`src/rtl/pong_pkg.sv`:
```
// pong_pkg: shared types and default geometry for the pong game engine and
// the VGA drawing path (draw_ball_pads).
//   pong_state_t    : engine FSM state encoding
//   DEF_*           : default geometry / gameplay constants
//   X_CENTRE/Y_CENTRE : ball serve position (top-left corner)
//   score_inc()     : saturating score increment
package pong_pkg;

    typedef enum logic [1:0] {
        IDLE      = 2'd0,
        HOLD      = 2'd1,
        PLAY      = 2'd2,
        GAME_OVER = 2'd3
    } pong_state_t;

    localparam int DEF_H_RES        = 1024;
    localparam int DEF_V_RES        = 768;
    localparam int DEF_BALL_SIZE    = 16;
    localparam int DEF_PAD_W        = 16;
    localparam int DEF_PAD_H        = 96;
    localparam int DEF_PAD_X_LEFT   = 32;
    localparam int DEF_PAD_X_RIGHT  = 976;
    localparam int DEF_SPEED        = 4;
    localparam int DEF_WIN_SCORE    = 9;
    localparam int DEF_SERVE_FRAMES = 60;

    function automatic int centre_of(input int res, input int size);
        return (res - size) / 2;
    endfunction

    localparam int X_CENTRE = centre_of(DEF_H_RES, DEF_BALL_SIZE);
    localparam int Y_CENTRE = centre_of(DEF_V_RES, DEF_BALL_SIZE);

    function automatic logic [3:0] score_inc(input logic [3:0] s, input logic [3:0] win);
        return (s >= win) ? win : s + 4'd1;
    endfunction

endpackage

```
`src/rtl/pong_collide.sv`:
```
// pong_collide: combinational one-frame step of the ball.
// Computes the next position from the current position, direction and step
// magnitude, then resolves wall bounces, paddle hits and misses.
//   x_ball, y_ball        : current ball top-left corner
//   dx_neg, dy_neg        : current direction (1 = moving toward 0)
//   step_mag              : pixels moved per frame on each axis
//   y_pad_left/right      : paddle top y
//   x_new, y_new          : resolved position after this frame
//   dx_neg_new, dy_neg_new: resolved direction after this frame
//   paddle_hit            : either paddle returned the ball
//   miss_left/right       : ball passed the left/right edge
module pong_collide
    import pong_pkg::*;
#(
    parameter int H_RES       = DEF_H_RES,
    parameter int V_RES       = DEF_V_RES,
    parameter int BALL_SIZE   = DEF_BALL_SIZE,
    parameter int PAD_W       = DEF_PAD_W,
    parameter int PAD_H       = DEF_PAD_H,
    parameter int PAD_X_LEFT  = DEF_PAD_X_LEFT,
    parameter int PAD_X_RIGHT = DEF_PAD_X_RIGHT
)(
    input  logic [10:0] x_ball,
    input  logic [9:0]  y_ball,
    input  logic        dx_neg,
    input  logic        dy_neg,
    input  logic [3:0]  step_mag,
    input  logic [9:0]  y_pad_left,
    input  logic [9:0]  y_pad_right,
    output logic [10:0] x_new,
    output logic [9:0]  y_new,
    output logic        dx_neg_new,
    output logic        dy_neg_new,
    output logic        paddle_hit,
    output logic        miss_left,
    output logic        miss_right
);

    localparam logic signed [11:0] L_EDGE = 12'(PAD_X_LEFT + PAD_W);
    localparam logic signed [11:0] R_EDGE = 12'(PAD_X_RIGHT - BALL_SIZE);
    localparam logic signed [11:0] X_MAX  = 12'(H_RES - BALL_SIZE);
    localparam logic signed [11:0] Y_MAX  = 12'(V_RES - BALL_SIZE);
    localparam logic signed [11:0] BALL   = 12'(BALL_SIZE);
    localparam logic signed [11:0] PADH   = 12'(PAD_H);

    // 12-bit signed so a step past 0 shows up as a negative value
    logic signed [11:0] x_cur, y_cur, step, x_nxt, y_nxt;
    logic signed [11:0] pad_l_top, pad_r_top;
    logic               overlap_l, overlap_r, hit_l, hit_r;

    always_comb begin
        x_cur     = $signed({1'b0, x_ball});
        y_cur     = $signed({2'b00, y_ball});
        step      = $signed({8'd0, step_mag});
        pad_l_top = $signed({2'b00, y_pad_left});
        pad_r_top = $signed({2'b00, y_pad_right});

        x_nxt = dx_neg ? (x_cur - step) : (x_cur + step);
        y_nxt = dy_neg ? (y_cur - step) : (y_cur + step);

        overlap_l = ((y_cur + BALL) > pad_l_top) && (y_cur < (pad_l_top + PADH));
        overlap_r = ((y_cur + BALL) > pad_r_top) && (y_cur < (pad_r_top + PADH));

        // The ball must start on the open-court side of the paddle face,
        // otherwise a ball already behind the paddle would be pulled back.
        hit_l = dx_neg  && (x_nxt <= L_EDGE) && (x_cur >= L_EDGE) && overlap_l;
        hit_r = !dx_neg && (x_nxt >= R_EDGE) && (x_cur <= R_EDGE) && overlap_r;

        paddle_hit = hit_l || hit_r;
        miss_left  = !hit_l && (x_nxt <= 12'sd0);
        miss_right = !hit_r && (x_nxt >= X_MAX);

        x_new      = x_nxt[10:0];
        dx_neg_new = dx_neg;
        if (hit_l) begin
            x_new      = L_EDGE[10:0];
            dx_neg_new = 1'b0;
        end else if (hit_r) begin
            x_new      = R_EDGE[10:0];
            dx_neg_new = 1'b1;
        end else if (miss_left) begin
            x_new      = 11'd0;
            dx_neg_new = 1'b1;
        end else if (miss_right) begin
            x_new      = X_MAX[10:0];
            dx_neg_new = 1'b0;
        end

        y_new      = y_nxt[9:0];
        dy_neg_new = dy_neg;
        if (y_nxt <= 12'sd0) begin
            y_new      = 10'd0;
            dy_neg_new = 1'b0;
        end else if (y_nxt >= Y_MAX) begin
            y_new      = Y_MAX[9:0];
            dy_neg_new = 1'b1;
        end
    end

endmodule

```
`src/rtl/pong_engine.sv`:
```
// pong_engine: frame-rate pong game engine. Owns ball position, direction,
// step magnitude and scores; advances one frame per timing_tick.
//   clk, rst (sync, active high), timing_tick (1/frame), serve (level)
//   y_pad_left, y_pad_right : paddle top y
//   x_ball, y_ball          : ball top-left corner, registered
//   player1_score/2_score   : left/right scores, registered
//   game_over               : high in GAME_OVER
// Build option PONG_SPEEDUP_EN: each paddle hit adds 1 px to the step, up to
// 2*SPEED; the step returns to SPEED on a miss and on restart.
//
// state     | meaning
// IDLE      | ball centred, waiting for serve
// HOLD      | ball centred, counting SERVE_FRAMES ticks before play
// PLAY      | ball moves one step per tick
// GAME_OVER | ball frozen, serve clears scores and re-serves
module pong_engine
    import pong_pkg::*;
#(
    parameter int H_RES        = DEF_H_RES,
    parameter int V_RES        = DEF_V_RES,
    parameter int BALL_SIZE    = DEF_BALL_SIZE,
    parameter int PAD_W        = DEF_PAD_W,
    parameter int PAD_H        = DEF_PAD_H,
    parameter int PAD_X_LEFT   = DEF_PAD_X_LEFT,
    parameter int PAD_X_RIGHT  = DEF_PAD_X_RIGHT,
    parameter int SPEED        = DEF_SPEED,
    parameter int WIN_SCORE    = DEF_WIN_SCORE,
    parameter int SERVE_FRAMES = DEF_SERVE_FRAMES
)(
    input  logic        clk,
    input  logic        rst,
    input  logic        timing_tick,
    input  logic        serve,
    input  logic [9:0]  y_pad_left,
    input  logic [9:0]  y_pad_right,
    output logic [10:0] x_ball,
    output logic [9:0]  y_ball,
    output logic [3:0]  player1_score,
    output logic [3:0]  player2_score,
    output logic        game_over
);

    localparam int               CNT_W    = $clog2(SERVE_FRAMES + 1);
    localparam logic [CNT_W-1:0] CNT_LOAD = CNT_W'(SERVE_FRAMES);
    localparam logic [10:0]      X_C      = 11'(centre_of(H_RES, BALL_SIZE));
    localparam logic [9:0]       Y_C      = 10'(centre_of(V_RES, BALL_SIZE));
    localparam logic [3:0]       WIN      = 4'(WIN_SCORE);
    localparam logic [3:0]       MAG_BASE = 4'(SPEED);
`ifdef PONG_SPEEDUP_EN
    localparam logic [3:0]       MAG_MAX  = 4'(2 * SPEED);
`else
    localparam logic [3:0]       MAG_MAX  = 4'(SPEED);
`endif

    pong_state_t      state_q, state_d;
    logic [CNT_W-1:0] cnt_q, cnt_d;
    logic [3:0]       mag_q, mag_d;
    logic             dx_neg_q, dx_neg_d, dy_neg_q, dy_neg_d;
    logic [10:0]      x_d;
    logic [9:0]       y_d;
    logic [3:0]       p1_d, p2_d;

    logic [10:0] col_x;
    logic [9:0]  col_y;
    logic        col_dx_neg, col_dy_neg, col_hit, col_miss_l, col_miss_r;

    pong_collide #(
        .H_RES       (H_RES),
        .V_RES       (V_RES),
        .BALL_SIZE   (BALL_SIZE),
        .PAD_W       (PAD_W),
        .PAD_H       (PAD_H),
        .PAD_X_LEFT  (PAD_X_LEFT),
        .PAD_X_RIGHT (PAD_X_RIGHT)
    ) u_collide (
        .x_ball      (x_ball),
        .y_ball      (y_ball),
        .dx_neg      (dx_neg_q),
        .dy_neg      (dy_neg_q),
        .step_mag    (mag_q),
        .y_pad_left  (y_pad_left),
        .y_pad_right (y_pad_right),
        .x_new       (col_x),
        .y_new       (col_y),
        .dx_neg_new  (col_dx_neg),
        .dy_neg_new  (col_dy_neg),
        .paddle_hit  (col_hit),
        .miss_left   (col_miss_l),
        .miss_right  (col_miss_r)
    );

    always_ff @(posedge clk) begin
        if (rst) begin
            state_q       <= IDLE;
            cnt_q         <= '0;
            mag_q         <= MAG_BASE;
            dx_neg_q      <= 1'b0;
            dy_neg_q      <= 1'b0;
            x_ball        <= X_C;
            y_ball        <= Y_C;
            player1_score <= 4'd0;
            player2_score <= 4'd0;
        end else begin
            state_q       <= state_d;
            cnt_q         <= cnt_d;
            mag_q         <= mag_d;
            dx_neg_q      <= dx_neg_d;
            dy_neg_q      <= dy_neg_d;
            x_ball        <= x_d;
            y_ball        <= y_d;
            player1_score <= p1_d;
            player2_score <= p2_d;
        end
    end

    always_comb begin
        state_d  = state_q;
        cnt_d    = cnt_q;
        mag_d    = mag_q;
        dx_neg_d = dx_neg_q;
        dy_neg_d = dy_neg_q;
        x_d      = x_ball;
        y_d      = y_ball;
        p1_d     = player1_score;
        p2_d     = player2_score;

        case (state_q)
            IDLE: begin
                if (serve) begin
                    state_d = HOLD;
                    cnt_d   = CNT_LOAD;
                end
            end
            HOLD: begin
                if (timing_tick) begin
                    if (cnt_q <= CNT_W'(1)) begin
                        state_d = PLAY;
                        cnt_d   = '0;
                    end else begin
                        cnt_d = cnt_q - CNT_W'(1);
                    end
                end
            end
            PLAY: begin
                if (timing_tick) begin
                    x_d      = col_x;
                    y_d      = col_y;
                    dx_neg_d = col_dx_neg;
                    dy_neg_d = col_dy_neg;
                    if (col_hit && (mag_q < MAG_MAX))
                        mag_d = mag_q + 4'd1;
                    if (col_miss_l || col_miss_r) begin
                        mag_d = MAG_BASE;
                        if (col_miss_l)
                            p2_d = score_inc(player2_score, WIN);
                        else
                            p1_d = score_inc(player1_score, WIN);
                        // on the winning point the ball stays where it went out
                        if ((col_miss_l && p2_d == WIN) || (col_miss_r && p1_d == WIN)) begin
                            state_d = GAME_OVER;
                        end else begin
                            x_d     = X_C;
                            y_d     = Y_C;
                            state_d = HOLD;
                            cnt_d   = CNT_LOAD;
                        end
                    end
                end
            end
            GAME_OVER: begin
                if (serve) begin
                    p1_d    = 4'd0;
                    p2_d    = 4'd0;
                    mag_d   = MAG_BASE;
                    x_d     = X_C;
                    y_d     = Y_C;
                    state_d = HOLD;
                    cnt_d   = CNT_LOAD;
                end
            end
            default: state_d = IDLE;
        endcase
    end

    assign game_over = (state_q == GAME_OVER);

endmodule

```
`config.mk`:
```
export PLATFORM = sky130hd
export DESIGN_NAME = pong_engine
export DESIGN_NICKNAME = d
export VERILOG_FILES = /design/src/rtl/pong_pkg.sv /design/src/rtl/pong_collide.sv /design/src/rtl/pong_engine.sv
export SDC_FILE = /design/constraint.sdc
export NUM_CORES = 1
export LEC_CHECK = 0
export ABC_AREA = 1
export BUFFER_PORTS_ARGS = -buffer_cell sky130_fd_sc_hd__buf_2
export CAP_MARGIN = 10
export CELL_PAD_IN_SITES_DETAIL_PLACEMENT = 1
export CELL_PAD_IN_SITES_GLOBAL_PLACEMENT = 1
export CORE_MARGIN = 4
export CORE_UTILIZATION = 43
export CTS_CLUSTER_DIAMETER = 100
export DETAILED_ROUTE_END_ITERATION = 8
export PLACE_DENSITY = 0.78
export SYNTH_ARGS = -nofsm -noshare
export SYNTH_HDL_FRONTEND = slang
export SYNTH_SLANG_ARGS = --single-unit
```
`constraint.sdc`:
```
create_clock -name clk -period 4.7 [get_ports clk]
set_input_delay 0.705 -clock clk [delete_from_list [all_inputs] [get_ports clk]]
set_output_delay 0.705 -clock clk [all_outputs]
set_load 0.05 [all_outputs]
```
==> run metrics, run 1 <==
Switching Fraction=58.3%; outcome=finished clean; clk_lat worst skew=roughly 0.28 ns; CTS tree=done; HP Class=register to register; I/O pins=54; DR iter-0 viols=roughly 200; DR vias/cell=~5.4; die footprint=approximately 0.013 mm2; Worst path slowest cell=dfxtp_2; pwr dens=between 700 and 800 mW/mm2; DP Wirelength=12.7 mm; Max-cap violations=0; Worst-Margin Slew=between 0.6 and 0.7 ns; P_sw=2.34 mW; sequential power share=14.6%; Final ANT Viol Nets=0; worst path arrival time=roughly 4.4 ns; Cell Rows=38; crit end category=register; YS warnings=0; combinational share of power=75.4%; EDFF count, synth=0; clk sinks=43; clk slew on worst S/H paths=around 0.07 ns; GPL Wtd Cong=approximately 0.94; final WL=roughly 15 mm; DR DRC count=0; clock power share=approximately 10%; CP Class=register to register; Max Root-Sink Buffers=2; Buffers on Ports=53; top_reg_cell synth=dfxtp_1; Cells after Synth=772; total core area=approximately 0.011 mm2; family with the most delay on the worst path=simple AND/OR/NAND/NOR gates; total gr overflow=0; cts hold-fix bufs=0; share of cells above drive strength 1=approximately 13%; VDD IR max=between 0.4 and 0.5 mV; Slew Limit Fails=0; Syn Area/Cell=6.41 um2; WL/cell=around 16 um; most frequent CP cell=nand2_1; clk_skew=around 0.0060 ns; Setup TNS=0 ns; sequential area share after synthesis=between 10% and 20%; placed insts=950; number of global-route vias before repair=5584; post-synthesis register bit count=43; FMAX=between 0.2 and 0.25 GHz; Root Buffer=clkbuf_16; drt first pass iters=4; post-synth net total=a little under 900; Starting Density=44.9%; CP max stage delay=0.41 ns; Netlist cell types=50; largest net degree at the start of global routing=35; area of the mapped netlist=about 0.005 mm2; total CTS buffers=5; chip width=between 100 and 150 um; Lkg Pwr=2.80 nW; fill cell count=approximately 1.5k; antenna violations before repair=0; Worst Path Buf+Inv=4; WP data required=4.89 ns; fin crit period=between 4 and 5 ns; FFs w/ async S/R, synth=0%; fin nets=slightly above 900; post-CTS sizing=0; synth-to-layout area growth=10.4%; # diodes=0; Tcrit/Tclk final=about nine tenths; global-route wire length before repair=~26 mm; number of setup violations in the final report=0; Internal=approximately 1.7 mW; Die Y-Extent=115 um; slew margin rel.=54.2%; buffer count from post-CTS setup fixing=0; Final Hold Vio Count=0; RSZ-0062 raised after global routing=false; routed vias=5186; final cell count without fillers=between 900 and 1k; H-tree depth=2; CP max FO=17; Min Hold Slack=0.489 ns; gr usage total=23.8%; CP Launch Type=register
==> cell usage in the layout (no fill, tap or decap), drive strengths merged, types with 21 or more instances in the layout <==
| cell type | count |
|---|---|
| o21ai | 44 |
| nand3 | 57 |
| a21oi | 72 |
| nor2 | 76 |
| nand2 | 185 |
| buf | 56 |
| inv | 113 |
| ha | 69 |
| dfxtp | 43 |
| xor2 | 21 |
==> cells by family (layout without fill, tap and decap cells) <==
kind of cell	Yosys count	after routing	synth area share, %
AO/OA/AOI/OAI	134	134	15.2
XOR/XNOR	25	25	4.42
adder cells (fa/ha/maj)	72	72	18.6
buffers and inverters	133	179	11.3
flip-flops	43	43	17.4
multiplexers	1	1	0.202
AND/OR/NAND/NOR	364	364	32.8
==> Yosys cell counts (all sizes together), types with 2 or more instances <==
master | n | area [um2]
o211ai | 7 | 52.6
buf | 7 | 65.1
a31oi | 2 | 12.5
clkbuf | 11 | 62.6
clkinv | 2 | 7.51
a21oi | 72 | 372
o21ai | 44 | 235
xor2 | 21 | 184
fa | 3 | 60.1
or2 | 3 | 18.8
and3 | 2 | 12.5
nor2 | 76 | 293
inv | 113 | 424
nand3b | 5 | 41.3
nand4 | 14 | 93.8
or3b | 2 | 17.5
xnor2 | 4 | 35.0
ha | 69 | 863
nand3 | 57 | 310
o21bai | 2 | 26.3
nor3 | 16 | 85.1
dfxtp | 43 | 861
nand2 | 185 | 727
nor4 | 3 | 18.8
==> routing by layer <==
metal | vias up | GRT usage (%) | part of all wire (%)
li1 | 2615 | - | -
met5 | - | 0 | 0
met4 | 0 | 6.26 | 2.0
met2 | 80 | 45.2 | 51
met1 | 2466 | 28.1 | 45
met3 | 25 | 2.63 | 2.4
==> per-stage QoR <==
step                      area [um2]  total power [mW]  worst slack (ns)  utilization (%)
final                           5470              4.02             0.474             49.6
after global routing            5470              4.45            0.0392             49.6
after CTS                       5460              4.01             0.251             49.5
after detailed placement        5290              3.58             0.267             47.9
after global placement          5290              3.46             0.476             47.9
after floorplan                 4950              2.89              1.29                -
==> registers in the layout (all words and copies together), names as in the netlist <==
signal,count
cnt_q,6
x_ball,11
dy_neg_q,1
state_q,2
player1_score,4
mag_q,4
y_ball,10
dx_neg_q,1
player2_score,4
==> worst paths after layout <==
| kind | start | endpoint | slack (ns) | cells past startpoint |
|---|---|---|---|---|
| hold / removal | player2_score[3]$_SDFFE_PP0P_ | player2_score[3]$_SDFFE_PP0P_ | 0.49 | 2 |
| setup reg to reg | mag_q[1]$_SDFFE_PP0P_ | cnt_q[1]$_SDFFE_PP0P_ | 0.47 | 26 |
| hold reg to reg | player2_score[3]$_SDFFE_PP0P_ | player2_score[3]$_SDFFE_PP0P_ | 0.49 | 2 |
| setup / recovery | mag_q[1]$_SDFFE_PP0P_ | cnt_q[1]$_SDFFE_PP0P_ | 0.47 | 26 |
==> power by group through the flow <==
stage	Sequential (mW)	Combinational [mW]	Clock (mW)
after detailed placement	0.592	2.99	0
final	0.586	3.03	0.401
after floorplan	0.710	2.18	0
after CTS	0.585	3.01	0.409
after global routing	0.600	3.42	0.424
after global placement	0.588	2.87	0
==> worst register-to-register path, stage by stage, from the launching register on <==
cell	delay [ns]
dfxtp_2	0.41
inv_1	0.12
ha_1	0.31
inv_1	0.04
o21ai_0	0.34
inv_1	0.09
ha_1	0.30
nand3_1	0.10
nand2_2	0.11
nand2_1	0.10
nand2_1	0.11
nand2_1	0.09
nand2_1	0.08
nand2_1	0.07
nand2_2	0.11
inv_1	0.08
o21bai_4	0.17
nand2_2	0.21
nand2_4	0.19
o21ai_0	0.26
nand3_1	0.21
nand2_2	0.14
nand2_2	0.19
nand2_1	0.15
nand2_1	0.06
nand2_1	0.05
nor2_1	0.05
==> area by class of cell <==
cell class	count	area, um2	share of cell area, %
clock buffers	5	125	2.29
multi-input cells	596	3540	64.8
well taps	140	175	3.20
repair buffers	56	288	5.26
flip-flops and latches	43	863	15.8
inverters	115	432	7.89
clock inverters	3	43.8	0.801
Power figures use the tool's default switching activity.
==> run 2, diff against run 1 <==
--- a/config.mk
+++ b/config.mk
@@ -15,6 +15,7 @@
 export CTS_CLUSTER_DIAMETER = 100
 export DETAILED_ROUTE_END_ITERATION = 8
 export PLACE_DENSITY = 0.78
+export REMOVE_ABC_BUFFERS = 1
 export SYNTH_ARGS = -nofsm -noshare
 export SYNTH_HDL_FRONTEND = slang
 export SYNTH_SLANG_ARGS = --single-unit
==> run metrics, run 2 (synthesis results as in run 1) <==
Root Buffer=clkbuf_16; Slew Limit Fails=0; CTS tree=done; Die Y-Extent=115 um; FMAX=0.230 GHz; WP data required=between 4 and 5 ns; Final ANT Viol Nets=0; CP Launch Type=register; GPL Wtd Cong=between 0.9 and 1; P_sw=2.31 mW; final WL=15.1 mm; antenna violations before repair=0; Final Hold Vio Count=0; Max Root-Sink Buffers=2; Starting Density=between 40% and 50%; chip width=115 um; slew margin rel.=a little under three fifths; routed vias=roughly 5k; Buffers on Ports=53; VDD IR max=0.364 mV; Internal=~1.7 mW; Reg2Reg Depth=23; Max-cap violations=0; clk sinks=43; clk slew on worst S/H paths=0.06 ns; most frequent cells in the layout=nand2_1, inv_1, nor2_1, a21oi_1, ha_1; crit end category=register; DR iter-0 viols=about 230; # diodes=0; global-route wire length before repair=roughly 26 mm; Worst path slowest cell=dfxtp_2; DP Wirelength=12.4 mm; CP max FO=17; buffer count from post-CTS setup fixing=0; total core area=~0.011 mm2; clk_lat worst skew=~0.29 ns; worst path arrival time=between 4 and 5 ns; number of setup violations in the final report=0; I/O pins=between 50 and 60; critical-path cell list=nor3_1 -> ha_1 -> o21ai_0 -> ha_1 -> inv_1 -> nand2_1 -> and2_4 -> nand2_2 -> nand2_1 -> nand2_1 -> nand2_1 -> nor2_2 -> nand2_2 -> o21bai_4 -> nand2_2 -> nand2_4 -> o21ai_0 -> o21ai_0 -> nand3_1 -> nand3_2 -> nand2_1 -> o21ai_1 -> nand2_1; max reg flops=11; synth-to-layout area growth=10.6%; Min Hold Slack=roughly 0.49 ns; most frequent CP cell=nand2_1; Setup TNS=0 ns; pwr dens=between 700 and 800 mW/mm2; CP max stage delay=between 0.3 and 0.4 ns; Worst-Margin Slew=~0.67 ns; Reg with most FFs=x_ball; HP Class=register to register; share of cells above drive strength 1=between 10 and 15%; die footprint=~0.013 mm2; Switching Fraction=between 50% and 60%; combinational share of power=around three quarters; total CTS buffers=5; commonest non-fill, non-tap cell in the layout=nand2_1; outcome=finished clean; DR DRC count=0; fin nets=roughly 910; total gr overflow=0; CP Class=register to register; WL/cell=15.8 um; DR vias/cell=roughly 5.4; hold path cells=2; gr usage total=a little under a quarter; Cell Rows=38; number of global-route vias before repair=5518; fin crit period=about 4.3 ns; clock power share=about 11%; drt first pass iters=4; RSZ-0062 raised after global routing=false; Tcrit/Tclk final=about 90%; clk_skew=roughly 0.0066 ns; Lkg Pwr=2.80 nW; H-tree depth=2; largest net degree at the start of global routing=35; Top Registers=x_ball (11), y_ball (10), cnt_q (6); sequential power share=~15%
==> run 2: final cells by class <==
| cell class | instances | area, um2 |
|---|---|---|
| clock buffer | 5 | 125 |
| clock inverter | 3 | 67.6 |
| fill | 1547 | 5550 |
| inverter | 115 | 432 |
| multi-input combinational | 596 | 3530 |
| sequential | 43 | 863 |
| tap | 140 | 175 |
| timing repair buffer | 55 | 280 |
==> run 2: worst max-delay path: cells and delay by family (launching register included) <==
kind,cells,cell delay (ns)
buffers and inverters,1,0.11
flip-flops,1,0.37
AO/OA/AOI/OAI,5,0.89
AND/OR/NAND/NOR,15,2.21
adder cells (fa/ha/maj),2,0.63
==> run 2: timing repair <==
item                       CTS  global route
hold buffers                 0             0
gates resized for setup      0             5
setup endpoints to repair    0            26
==> run 2: routing by layer <==
metal | track usage (%) | share of wire, %
met1 | 28.4 | 45
met2 | 44.8 | 51
met3 | 2.42 | 2.9
met4 | 4.85 | 1.2
met5 | 0 | 0
==> run 2: final timing paths <==
check                                      from                             to  slack, ns
hold / removal    player2_score[3]$_SDFFE_PP0P_  player2_score[3]$_SDFFE_PP0P_       0.49
setup / recovery          mag_q[0]$_SDFFE_PP0P_         y_ball[3]$_SDFFE_PP1P_       0.35
hold reg to reg   player2_score[3]$_SDFFE_PP0P_  player2_score[3]$_SDFFE_PP0P_       0.49
setup reg to reg          mag_q[0]$_SDFFE_PP0P_         y_ball[3]$_SDFFE_PP1P_       0.35
==> run 2: power groups by stage <==
stage	clock network, mW	logic (mW)	registers [mW]
2_1_floorplan	0	2.09	0.714
3_3_place_gp	0	2.86	0.587
3_5_place_dp	0	2.95	0.593
4_1_cts	0.467	2.98	0.586
5_1_grt	0.479	3.36	0.605
6_report	0.457	2.98	0.587
==> run 2: stage by stage <==
stage	worst slack, ns	instance area, um2	util, %	std cells	total power [mW]
after floorplan	0.855	4820	-	754	2.80
after global placement	0.489	5280	47.9	949	3.44
after detailed placement	0.302	5280	47.9	949	3.55
after CTS	0.261	5470	49.6	957	4.03
after global routing	0.00800	5480	49.7	957	4.45
final	0.354	5480	49.7	957	4.03
